<file path="src/rtl/brisc_pkg.sv">
// Shared definitions for the instruction-memory loader.
//   - load_state_e   : loader FSM state encoding
//   - INSTR_W        : instruction word width
//   - DEFAULT_DEPTH / DEFAULT_ADDR_W : default instruction memory geometry
//   - DEFAULT_SYNC_BYTE : default frame start marker
package brisc_pkg;

  localparam int INSTR_W        = 16;
  localparam int DEFAULT_DEPTH  = 32;
  localparam int DEFAULT_ADDR_W = 5;

  localparam logic [7:0] DEFAULT_SYNC_BYTE = 8'hA5;

  typedef enum logic [2:0] {
    ST_IDLE = 3'd0,
    ST_LEN  = 3'd1,
    ST_HI   = 3'd2,
    ST_LO   = 3'd3,
    ST_CHK  = 3'd4,
    ST_DONE = 3'd5,
    ST_ERR  = 3'd6
  } load_state_e;

endpackage

</file>
<file path="src/rtl/imem_load_timeout.sv">
// Inter-byte idle counter for the loader.
//   CLK     : clock
//   RST     : synchronous active-high reset
//   clear   : force the count to zero (has priority over enable)
//   enable  : count one idle cycle
//   expired : high on the idle cycle that brings the count to TIMEOUT_CYCLES
module imem_load_timeout #(
  parameter int TIMEOUT_CYCLES = 1000000
) (
  input  logic CLK,
  input  logic RST,
  input  logic clear,
  input  logic enable,
  output logic expired
);

  localparam int CNT_W = $clog2(TIMEOUT_CYCLES + 1);

  logic [CNT_W-1:0] count;

  always_ff @(posedge CLK) begin
    if (RST || clear) begin
      count <= '0;
    end else if (enable) begin
      count <= count + CNT_W'(1);
    end
  end

  // Flag the cycle whose increment would land on TIMEOUT_CYCLES, so the
  // controller leaves the frame on the same edge the count gets there.
  assign expired = enable && (count == CNT_W'(TIMEOUT_CYCLES - 1));

endmodule

</file>
<file path="src/rtl/imem_load_controller.sv">
// UART program loader for the 16-bit instruction memory.
// Frame: SYNC_BYTE, word count (1..DEPTH), {high, low} byte per word,
// XOR of all data bytes. The CPU is held until a frame checks out.
//
// Ports:
//   CLK, RST      : clock, synchronous active-high reset
//   rx_valid      : one-cycle strobe, rx_data holds a new byte
//   rx_data       : received byte
//   reload_req    : abort and return to IDLE (wins over rx_valid)
//   mem_we        : one-cycle write pulse per word
//   mem_waddr     : write address
//   mem_wdata     : write data {high, low}
//   load_done     : valid image loaded
//   load_error    : last frame failed (length, checksum, timeout)
//   cpu_hold      : ~load_done, registered alongside it
//   words_loaded  : words written in the current or last frame
//   state_dbg     : current FSM state
//
// Handshake: rx_valid is a pure strobe with no back-pressure; every byte
// presented with rx_valid=1 is consumed in that cycle or deliberately dropped.
module imem_load_controller
  import brisc_pkg::*;
#(
  parameter int         DEPTH          = DEFAULT_DEPTH,
  parameter int         ADDR_W         = DEFAULT_ADDR_W,
  parameter int         TIMEOUT_CYCLES = 1000000,
  parameter logic [7:0] SYNC_BYTE      = DEFAULT_SYNC_BYTE
) (
  input  logic               CLK,
  input  logic               RST,
  input  logic               rx_valid,
  input  logic [7:0]         rx_data,
  input  logic               reload_req,
  output logic               mem_we,
  output logic [ADDR_W-1:0]  mem_waddr,
  output logic [INSTR_W-1:0] mem_wdata,
  output logic               load_done,
  output logic               load_error,
  output logic               cpu_hold,
  output logic [ADDR_W:0]    words_loaded,
  output load_state_e        state_dbg
);

  localparam logic [ADDR_W:0]   ONE_W = (ADDR_W + 1)'(1);
  localparam logic [ADDR_W-1:0] ONE_A = ADDR_W'(1);

  load_state_e        state, state_n;
  logic [ADDR_W:0]    len, len_n;
  logic [7:0]         xor_acc, xor_n;
  logic [7:0]         hi_byte, hi_n;
  logic [ADDR_W-1:0]  addr, addr_n;
  logic [ADDR_W:0]    words_n;
  logic               we_n;
  logic [ADDR_W-1:0]  waddr_n;
  logic [INSTR_W-1:0] wdata_n;
  logic               done_n;
  logic               err_n;

  logic in_frame;
  logic len_ok;
  logic timed_out;

  assign in_frame  = (state == ST_LEN) || (state == ST_HI) ||
                     (state == ST_LO)  || (state == ST_CHK);
  assign len_ok    = (rx_data != 8'd0) && (int'(rx_data) <= DEPTH);
  assign state_dbg = state;

  imem_load_timeout #(
    .TIMEOUT_CYCLES(TIMEOUT_CYCLES)
  ) u_timeout (
    .CLK    (CLK),
    .RST    (RST),
    .clear  (rx_valid || !in_frame),
    .enable (in_frame && !rx_valid),
    .expired(timed_out)
  );

  always_comb begin
    state_n = state;
    len_n   = len;
    xor_n   = xor_acc;
    hi_n    = hi_byte;
    addr_n  = addr;
    words_n = words_loaded;
    we_n    = 1'b0;
    waddr_n = mem_waddr;
    wdata_n = mem_wdata;
    done_n  = load_done;
    err_n   = load_error;

    if (reload_req) begin
      // Any byte arriving with the reload is dropped.
      state_n = ST_IDLE;
      done_n  = 1'b0;
      err_n   = 1'b0;
      words_n = '0;
    end else if (timed_out) begin
      state_n = ST_ERR;
      done_n  = 1'b0;
      err_n   = 1'b1;
    end else if (rx_valid) begin
      unique case (state)
        ST_IDLE: begin
          if (rx_data == SYNC_BYTE) state_n = ST_LEN;
        end
        ST_LEN: begin
          if (len_ok) begin
            len_n   = rx_data[ADDR_W:0];
            xor_n   = 8'd0;
            words_n = '0;
            addr_n  = '0;
            state_n = ST_HI;
          end else begin
            state_n = ST_ERR;
            done_n  = 1'b0;
            err_n   = 1'b1;
          end
        end
        ST_HI: begin
          hi_n    = rx_data;
          xor_n   = xor_acc ^ rx_data;
          state_n = ST_LO;
        end
        ST_LO: begin
          we_n    = 1'b1;
          waddr_n = addr;
          wdata_n = {hi_byte, rx_data};
          xor_n   = xor_acc ^ rx_data;
          addr_n  = addr + ONE_A;
          words_n = words_loaded + ONE_W;
          state_n = ((words_loaded + ONE_W) == len) ? ST_CHK : ST_HI;
        end
        ST_CHK: begin
          if (rx_data == xor_acc) begin
            state_n = ST_DONE;
            done_n  = 1'b1;
          end else begin
            state_n = ST_ERR;
            done_n  = 1'b0;
            err_n   = 1'b1;
          end
        end
        ST_DONE: begin
          // Image is live; stray bytes must not disturb memory.
        end
        ST_ERR: begin
          if (rx_data == SYNC_BYTE) begin
            state_n = ST_LEN;
            err_n   = 1'b0;
          end
        end
        default: state_n = ST_IDLE;
      endcase
    end
  end

  always_ff @(posedge CLK) begin
    if (RST) begin
      state        <= ST_IDLE;
      len          <= '0;
      xor_acc      <= 8'd0;
      hi_byte      <= 8'd0;
      addr         <= '0;
      words_loaded <= '0;
      mem_we       <= 1'b0;
      mem_waddr    <= '0;
      mem_wdata    <= '0;
      load_done    <= 1'b0;
      load_error   <= 1'b0;
      cpu_hold     <= 1'b1;
    end else begin
      state        <= state_n;
      len          <= len_n;
      xor_acc      <= xor_n;
      hi_byte      <= hi_n;
      addr         <= addr_n;
      words_loaded <= words_n;
      mem_we       <= we_n;
      mem_waddr    <= waddr_n;
      mem_wdata    <= wdata_n;
      load_done    <= done_n;
      load_error   <= err_n;
      cpu_hold     <= ~done_n;
    end
  end

endmodule

</file>
<file path="config.mk">
export PLATFORM = sky130hd
export DESIGN_NAME = imem_load_controller
export DESIGN_NICKNAME = d
export VERILOG_FILES = /design/src/rtl/brisc_pkg.sv /design/src/rtl/imem_load_timeout.sv /design/src/rtl/imem_load_controller.sv
export SDC_FILE = /design/constraint.sdc
export NUM_CORES = 1
export LEC_CHECK = 0
export ABC_AREA = 0
export CAP_MARGIN = 10
export CORE_MARGIN = 2
export CORE_UTILIZATION = 52
export CTS_BUF_LIST = sky130_fd_sc_hd__clkbuf_8
export DETAILED_ROUTE_END_ITERATION = 10
export PLACE_DENSITY = 0.89
export SYNTH_ARGS = -nofsm -noshare
export SYNTH_HDL_FRONTEND = slang
export SYNTH_SLANG_ARGS = --single-unit
</file>
<file path="constraint.sdc">
create_clock -name CLK -period 1.8 [get_ports CLK]
set_clock_uncertainty 0.1 [all_clocks]
set_input_delay 0.27 -clock CLK [delete_from_list [all_inputs] [get_ports CLK]]
set_output_delay 0.27 -clock CLK [all_outputs]
set_load 0.02 [all_outputs]
</file>
After elaboration in Yosys (flattened, before gate mapping)
Cells that the tools add are included.
- register bits: 81
- input port bits: 12
- output and inout port bits: 34
- logic and storage cells: 97
- $add $sub $neg: 3
- magnitude comparators: 1
- eq/ne operators: 17
- mux-type cells: 26
- bitwise operators: 6
- reduce and logical (&&, ||, !) cells: 30
- operators with widths (cell ; count):
    20-bit by 1-bit adder with 20-bit output, second input constant ; 1
    20-bit equality test, second input constant ; 1
    5-bit AND reduction ; 4
    3-bit case mux with 6 select lines ; 1
    8-bit case mux with 2 select lines ; 1
    3-bit two-way mux ; 5
    6-bit case mux with 2 select lines ; 1
    4-bit AND reduction ; 3
    1-bit two-way mux ; 11
    5-bit case mux with 2 select lines ; 1
    3-bit equality test, second input constant ; 3
    3-bit inequality test, second input constant ; 3
    8-bit equality test ; 1
    8-bit equality test, second input constant ; 1
    8-bit by 6-bit less-or-equal comparator with 1-bit output, second input constant ; 1
    8-bit two-way mux ; 1
    8-bit nonzero test ; 1
    8-bit XOR ; 1
    6-bit by 1-bit adder with 6-bit output, second input constant ; 1
    3-bit by 2-bit equality test with 1-bit output, second input constant ; 2
    6-bit equality test ; 1
    6-bit two-way mux ; 1
    3-bit AND reduction ; 2
    2-bit nonzero test ; 3
    18 further kinds ; 32

Longest topological paths before layout
Gate-level depths: netlist of the first run.
- depth in word-level cells: 9
- depth in mapped cells: 8
- depth with buffers taken out: 6

Cells and area by module
Synthesis of the first run repeated with hierarchy kept, for this count alone.
- cell total of the unflattened synthesis: 456
- area, all modules: 3885.0 um^2
- modules (own cells, without submodules) (module ; times used ; cells each ; area an instance (um^2) ; sequential area each (um^2)):
    imem_load_controller ; 1 ; 346 ; 2932.8 ; 1221.2
    imem_load_timeout ; 1 ; 110 ; 952.2 ; 400.4

Least setup slack after synthesis of the first run
No wires, ideal clock.
- kind: flip-flop to flip-flop
- start point: reg state[2] (netlist: state_dbg[2])
- end point: reg state[0] (netlist: state_dbg[0])
- library setup time: 0.145 ns
- arrival: 1.901 ns
- data required time: 1.555 ns
- setup slack: -0.346 ns
- cell stages (with the launch flop): 8
- path buffers: 2
- clock period less this slack: 2.146 ns
- path through: dfxtp_1 > buf_6 > or3b_4 > a211o_1 > buf_6 > nor4_4 > nand2b_1 > a2111oi_0
- longest elaborated chain between the ends: 7
- elaborated cells between the ends (all ways): 18
- those cells by class: eq/ne (7); mux (1); bitwise (1); reduce/logical (9)
- ends and longest elaborated chain (what ; RTL line ; source):
    from (decl) ; imem_load_controller.sv:47 ; load_state_e state, state_n;
    from (signal assigned) ; imem_load_controller.sv:172 ; state <= state_n;
    3-bit by 1-bit equality test with 1-bit output / 3-bit by 2-bit equality test with 1-bit output (equally long branches) ; imem_load_controller.sv:63, imem_load_controller.sv:102 ;
    1-bit logical OR (2 in a row) ; imem_load_controller.sv:63 ; assign in_frame = (state == ST_LEN) || (state == ST_HI) ||
    1-bit logical OR ; imem_load_controller.sv:64 ; (state == ST_LO) || (state == ST_CHK);
    1-bit logical AND ; imem_load_controller.sv:74 ; .enable (in_frame && !rx_valid),
    1-bit logical AND ; imem_load_timeout.sv:31 ; assign expired = enable && (count == CNT_W'(TIMEOUT_CYCLES - 1));
    3-bit OR reduction (no line) ; n/a ;
Several ways; a longest one is shown, not always the timed one.
A chain may end at the register's enable or synchronous reset.

Worst setup path after layout of the first run
- start point: in rx_data[3]
- end point: reg state[1] (netlist: state_dbg[1])
- longest elaborated chain between the ends: 5
- elaborated cells between the ends (all ways): 8
- those cells by class: eq/ne (3); mux (4); reduce/logical (1)
- ends and longest elaborated chain (what ; RTL line ; source):
    from (decl) ; imem_load_controller.sv:32 ; input logic [7:0] rx_data,
    8-bit equality test ; imem_load_controller.sv:134 ; if (rx_data == xor_acc) begin
    2-bit two-way mux ; imem_load_controller.sv:134 ;
    3-bit case mux with 6 select lines ; imem_load_controller.sv:102 ; unique case (state)
    3-bit two-way mux ; imem_load_controller.sv:101 ; end else if (rx_valid) begin
    3-bit two-way mux ; imem_load_controller.sv:97 ; end else if (timed_out) begin
Several ways; a longest one is shown, not always the timed one. The select of a mux whose other input is x is not followed.

==> results of run 1 <==
==> layout by cell type (no fill, tap or decap), types with 9 or more instances in the layout <==
cell type                         count
sky130_fd_sc_hd__nor2b_1             10
sky130_fd_sc_hd__a21oi_1             36
sky130_fd_sc_hd__dfxtp_1             79
sky130_fd_sc_hd__o21ai_0             26
sky130_fd_sc_hd__xnor2_1             23
sky130_fd_sc_hd__xor2_1               9
sky130_fd_sc_hd__clkbuf_8             9
sky130_fd_sc_hd__nand3_1             21
sky130_fd_sc_hd__nand2b_1            10
sky130_fd_sc_hd__inv_1               10
sky130_fd_sc_hd__nand2_1             60
sky130_fd_sc_hd__nor2_1              52
sky130_fd_sc_hd__buf_4               57
sky130_fd_sc_hd__dlygate4sd2_1       10
sky130_fd_sc_hd__clkdlybuf4s50_1     27
==> synthesized netlist by cell type (all sizes together), types with 3 or more instances <==
cell type / count / area share, %
a41oi: 3 / 0.67
xnor2: 23 / 5.2
nand3: 21 / 2.7
a211oi: 3 / 0.58
or3: 4 / 0.64
and3: 3 / 0.48
xor2: 9 / 2.0
mux2i: 8 / 2.1
a31oi: 5 / 0.80
o21a: 3 / 0.58
nand2b: 11 / 1.8
nor2b: 10 / 1.6
nor3: 9 / 1.3
a21oi: 36 / 4.6
nor2: 55 / 5.3
nand4: 8 / 1.3
a311oi: 4 / 1.5
clkbuf: 19 / 1.8
ha: 3 / 0.96
buf: 10 / 1.6
inv: 7 / 0.67
o211ai: 5 / 0.96
nor4: 7 / 1.7
o21ai: 32 / 4.1
nand2: 61 / 5.9
and4: 3 / 0.67
dfxtp: 81 / 42
==> what timing repair did <==
action | in CTS | in global routing
setup buffers | 2 | 3
resized for setup | 29 | 25
gates cloned | 1 | 1
pin swaps | 7 | 4
hold endpoints to repair | 0 | 0
endpoints found under the setup margin | 45 | 39
==> logic make-up after synthesis <==
logic type | synth area share, %
mux | 2.051
xor+xnor | 7.180
compound gates | 17.60
fa+ha+maj | 0.9616
simple gates | 26.60
buf+inv | 4.070
flops | 41.54
==> worst max-delay path by stage <==
stage | from | to | slack [ns] | cells after the start
floorplan | state_dbg[2]$_SDFFE_PP0P_ | u_timeout.count[17]$_SDFFE_PP0P_ | -0.16 | 7
global placement | rx_data[3] | load_error$_SDFFE_PP0P_ | -0.50 | 6
detailed placement | rx_data[6] | len[2]$_SDFFE_PP0P_ | -0.60 | 6
CTS | state_dbg[2]$_SDFFE_PP0P_ | state_dbg[2]$_SDFFE_PP0P_ | -0.1 | 5
global route | rx_data[3] | state_dbg[1]$_SDFFE_PP0P_ | -0.31 | 6
finish | rx_data[3] | state_dbg[1]$_SDFFE_PP0P_ | -0.28 | 6
==> power groups by stage <==
stage / combinational, W / sequential, W / clock (W)
detailed placement: 0.000200 / 0.00183 / 0
global placement: 0.000196 / 0.00183 / 0
floorplan: 0.0000965 / 0.00183 / 0
CTS: 0.000201 / 0.00179 / 0.00133
finish: 0.000226 / 0.00179 / 0.00133
global route: 0.000237 / 0.00179 / 0.00140
==> registers in the layout, indices dropped and copies added, names as in the netlist, 3 cells and up <==
| signal | cells |
|---|---|
| mem_waddr | 5 |
| hi_byte | 8 |
| u_timeout.count | 20 |
| len | 6 |
| addr | 5 |
| xor_acc | 8 |
| words_loaded | 6 |
| state_dbg | 3 |
| mem_wdata | 16 |
==> area by class of cell <==
| type | instances | area [um2] |
|---|---|---|
| Clock buffer | 9 | 123.9 |
| Clock inverter | 7 | 63.81 |
| Fill cell | 485 | 2003 |
| Inverter | 7 | 26.28 |
| Multi-Input combinational cell | 360 | 2346 |
| Sequential cell | 81 | 1627 |
| Tap cell | 99 | 123.9 |
| Timing Repair Buffer | 106 | 939.7 |
==> per-stage QoR <==
step                      power, W  instance area [um2]
final                     0.003343                 5250
after global routing      0.003430                 5250
after CTS                 0.003318                 5120
after detailed placement  0.002033                 4880
after global placement    0.002029                 4880
after floorplan           0.001931                 3995
==> metal layers <==
metal	share of wire [%]	up-vias	wire, um	track usage, %
met3	6.7	56	794	6.260
met5	0	-	0	0
met4	4.5	0	526	11.15
li1	-	1857	-	-
met2	50	215	5895	45.21
met1	39	1887	4603	30.52
==> results.rst, run 1 <==
.. list-table::
   :header-rows: 1

   * - Metric
     - Value
   * - RSZ-0062 raised after global routing
     - true
   * - Post-Synthesis Cells
     - about 480
   * - Hold buffer count at CTS
     - 0
   * - Post-route ant nets
     - 0
   * - Count of cells along the worst register-to-register path
     - 6
   * - Hold Path End
     - state_dbg[0]$_SDFFE_PP0P_
   * - Slew at the pin closest to its max-slew limit
     - 0.3909 ns
   * - Number of global-route vias before repair
     - 3699
   * - TritonCTS clock tree
     - done
   * - Violation count after the first detailed-route iteration
     - between 300 and 400
   * - Failing checks
     - setup timing
   * - Number of hold-slack violations in the final timing report
     - 0
   * - Worst R2R End
     - cpu_hold$_SDFF_PP1_
   * - Delay of the slowest critical-path stage
     - around 0.47 ns
   * - Core Area
     - just over 0.007 mm2
   * - Slowest-stage cell, CP
     - sky130_fd_sc_hd__nor4b_4
   * - I/O pin total
     - 46
   * - DR WL/cell
     - between 15 and 20 um
   * - Clock insertion delay at the later pin of the skew report
     - around 0.37 ns
   * - Total of buffers placed on input and output ports
     - 45
   * - Total clock buffers created by CTS
     - 9
   * - Final core utilization
     - between 70% and 80%
   * - Result of the run
     - finished with violations
   * - Standard-cell rows
     - 31
   * - Iteration count of the initial detailed-routing pass
     - 6
   * - Share of layout cells above drive strength 1
     - 20.00%
   * - Final Critical Period
     - 2.084 ns
   * - Count of final max-slew check failures
     - 0
   * - Post-layout nets
     - 580
   * - CP max FO
     - 5
   * - Count of maximum capacitance violations
     - 0
   * - Crit end category
     - register
   * - Overflow left after global routing
     - 0
   * - Post-synthesis sequential element count
     - between 80 and 90
   * - Smallest setup slack after layout
     - -0.2838 ns
   * - Drt drc
     - 0
   * - Pre-CTS setup slack
     - -0.6012 ns
   * - Number of distinct standard cells referenced by the synthesized netlist
     - 61
   * - Overall routed net length
     - around 12000 um
   * - Non-Filler Instances
     - ~670
   * - Switching share of total power
     - roughly a quarter
   * - Relative max-transition margin
     - between 70% and 80%
   * - Maximum number of pins on one net before global-route repair
     - 28
   * - Worst vdd ir
     - between 400 and 500 uV
   * - Reg-to-reg slack, setup
     - -0.15 ns
   * - Startpoint-to-endpoint class of the critical path
     - primary input to register
   * - Critical hold path startpoint
     - rx_valid
   * - H-tree Lvls
     - 3
   * - Startpoint of the lowest-slack register-to-register path
     - state_dbg[2]$_SDFFE_PP0P_
   * - Tightest Hold Check Type
     - primary input to register
   * - Power density over the cells
     - between 600 and 700 mW/mm2
   * - Number of warnings reported in the yosys synthesis log
     - 0
   * - Cell total after placement
     - between 600 and 700
   * - Setup TNS
     - -2.488 ns
   * - Gate family responsible for the most delay along the worst path
     - simple AND/OR/NAND/NOR gates
   * - Cell at the root of the clock tree
     - sky130_fd_sc_hd__clkbuf_8
   * - First-pass GRT wire length
     - about 17000 um
   * - Maximum achievable frequency
     - 479.9 MHz
   * - Half-perimeter wire length of the detailed placement result
     - 7377 um
   * - RD Place Congestion
     - between 0.9 and 1
   * - Nets in the synthesized netlist
     - 490
   * - Cell count of the worst hold path
     - 2
   * - Clock Power Share
     - 39.7%
   * - Sequential share of power
     - 53.6%
   * - Proportion of synthesized chip area in sequential cells
     - 41.54%
   * - P_sw
     - slightly above 0.0008 W
   * - Internal cell power
     - ~0.0025 W
   * - Global-route usage over all layers
     - about a quarter
   * - Die Outline Area
     - 0.008217 mm2
   * - Initial standard-cell utilization of the core
     - between 50% and 60%
   * - Die Y-Extent
     - about 90 um
   * - Initial antenna violation count
     - 0
   * - Number of diodes
     - 0
   * - X dimension of the die
     - roughly 90 um
   * - Area growth syn-to-layout
     - 34.49%
   * - Setup-violating endpoint count in the final report
     - 31
   * - Worst path arrival time
     - approximately 2.2 ns
   * - CTS sink cnt
     - 81
   * - Share of total power in combinational logic
     - 6.8%
   * - Static leakage
     - ~1.9 nW
   * - Clock-pin slew reported for the worst setup and hold paths after clock tree synthesis
     - 0.08 ns
   * - Post-route clock period utilization
     - 115.8%
   * - Number of vias in the routed layout
     - ~4.0k
   * - Post-Synthesis Cell Area
     - ~0.004 mm2
   * - Via density per instance
     - ~6
   * - Per-instance average area after synthesis
     - 8.218 um2
   * - Required time reported for the critical path endpoint
     - ~1.9 ns
   * - Top FF cell, synth
     - sky130_fd_sc_hd__dfxtp_1
   * - Share of synthesized flip-flops with an asynchronous set or reset
     - 0%
   * - Final-layout worst hold slack
     - between 0.2 and 0.25 ns
   * - Sum of buffers and inverters on the critical path
     - 1
   * - Critical path launch point type
     - primary input
   * - Count of flip-flops with a built-in enable after synthesis
     - 0
   * - Critical-path cell list
     - clkdlybuf4s15_1, nor4b_4, nand4_1, and3_1, o31ai_2, o211ai_1
   * - Clock Tree Buf Depth
     - 2
Note: power is estimated with default switching activity, not from simulation.
==> run 2, diff against run 1 <==
--- a/config.mk
+++ b/config.mk
@@ -12,6 +12,7 @@
 export CTS_BUF_LIST = sky130_fd_sc_hd__clkbuf_8
 export DETAILED_ROUTE_END_ITERATION = 10
 export PLACE_DENSITY = 0.89
+export RECOVER_POWER = 25
 export SYNTH_ARGS = -nofsm -noshare
 export SYNTH_HDL_FRONTEND = slang
 export SYNTH_SLANG_ARGS = --single-unit
==> results of run 2 <==
Same layout as run 1: the final DEF is identical, and so are final timing and power.
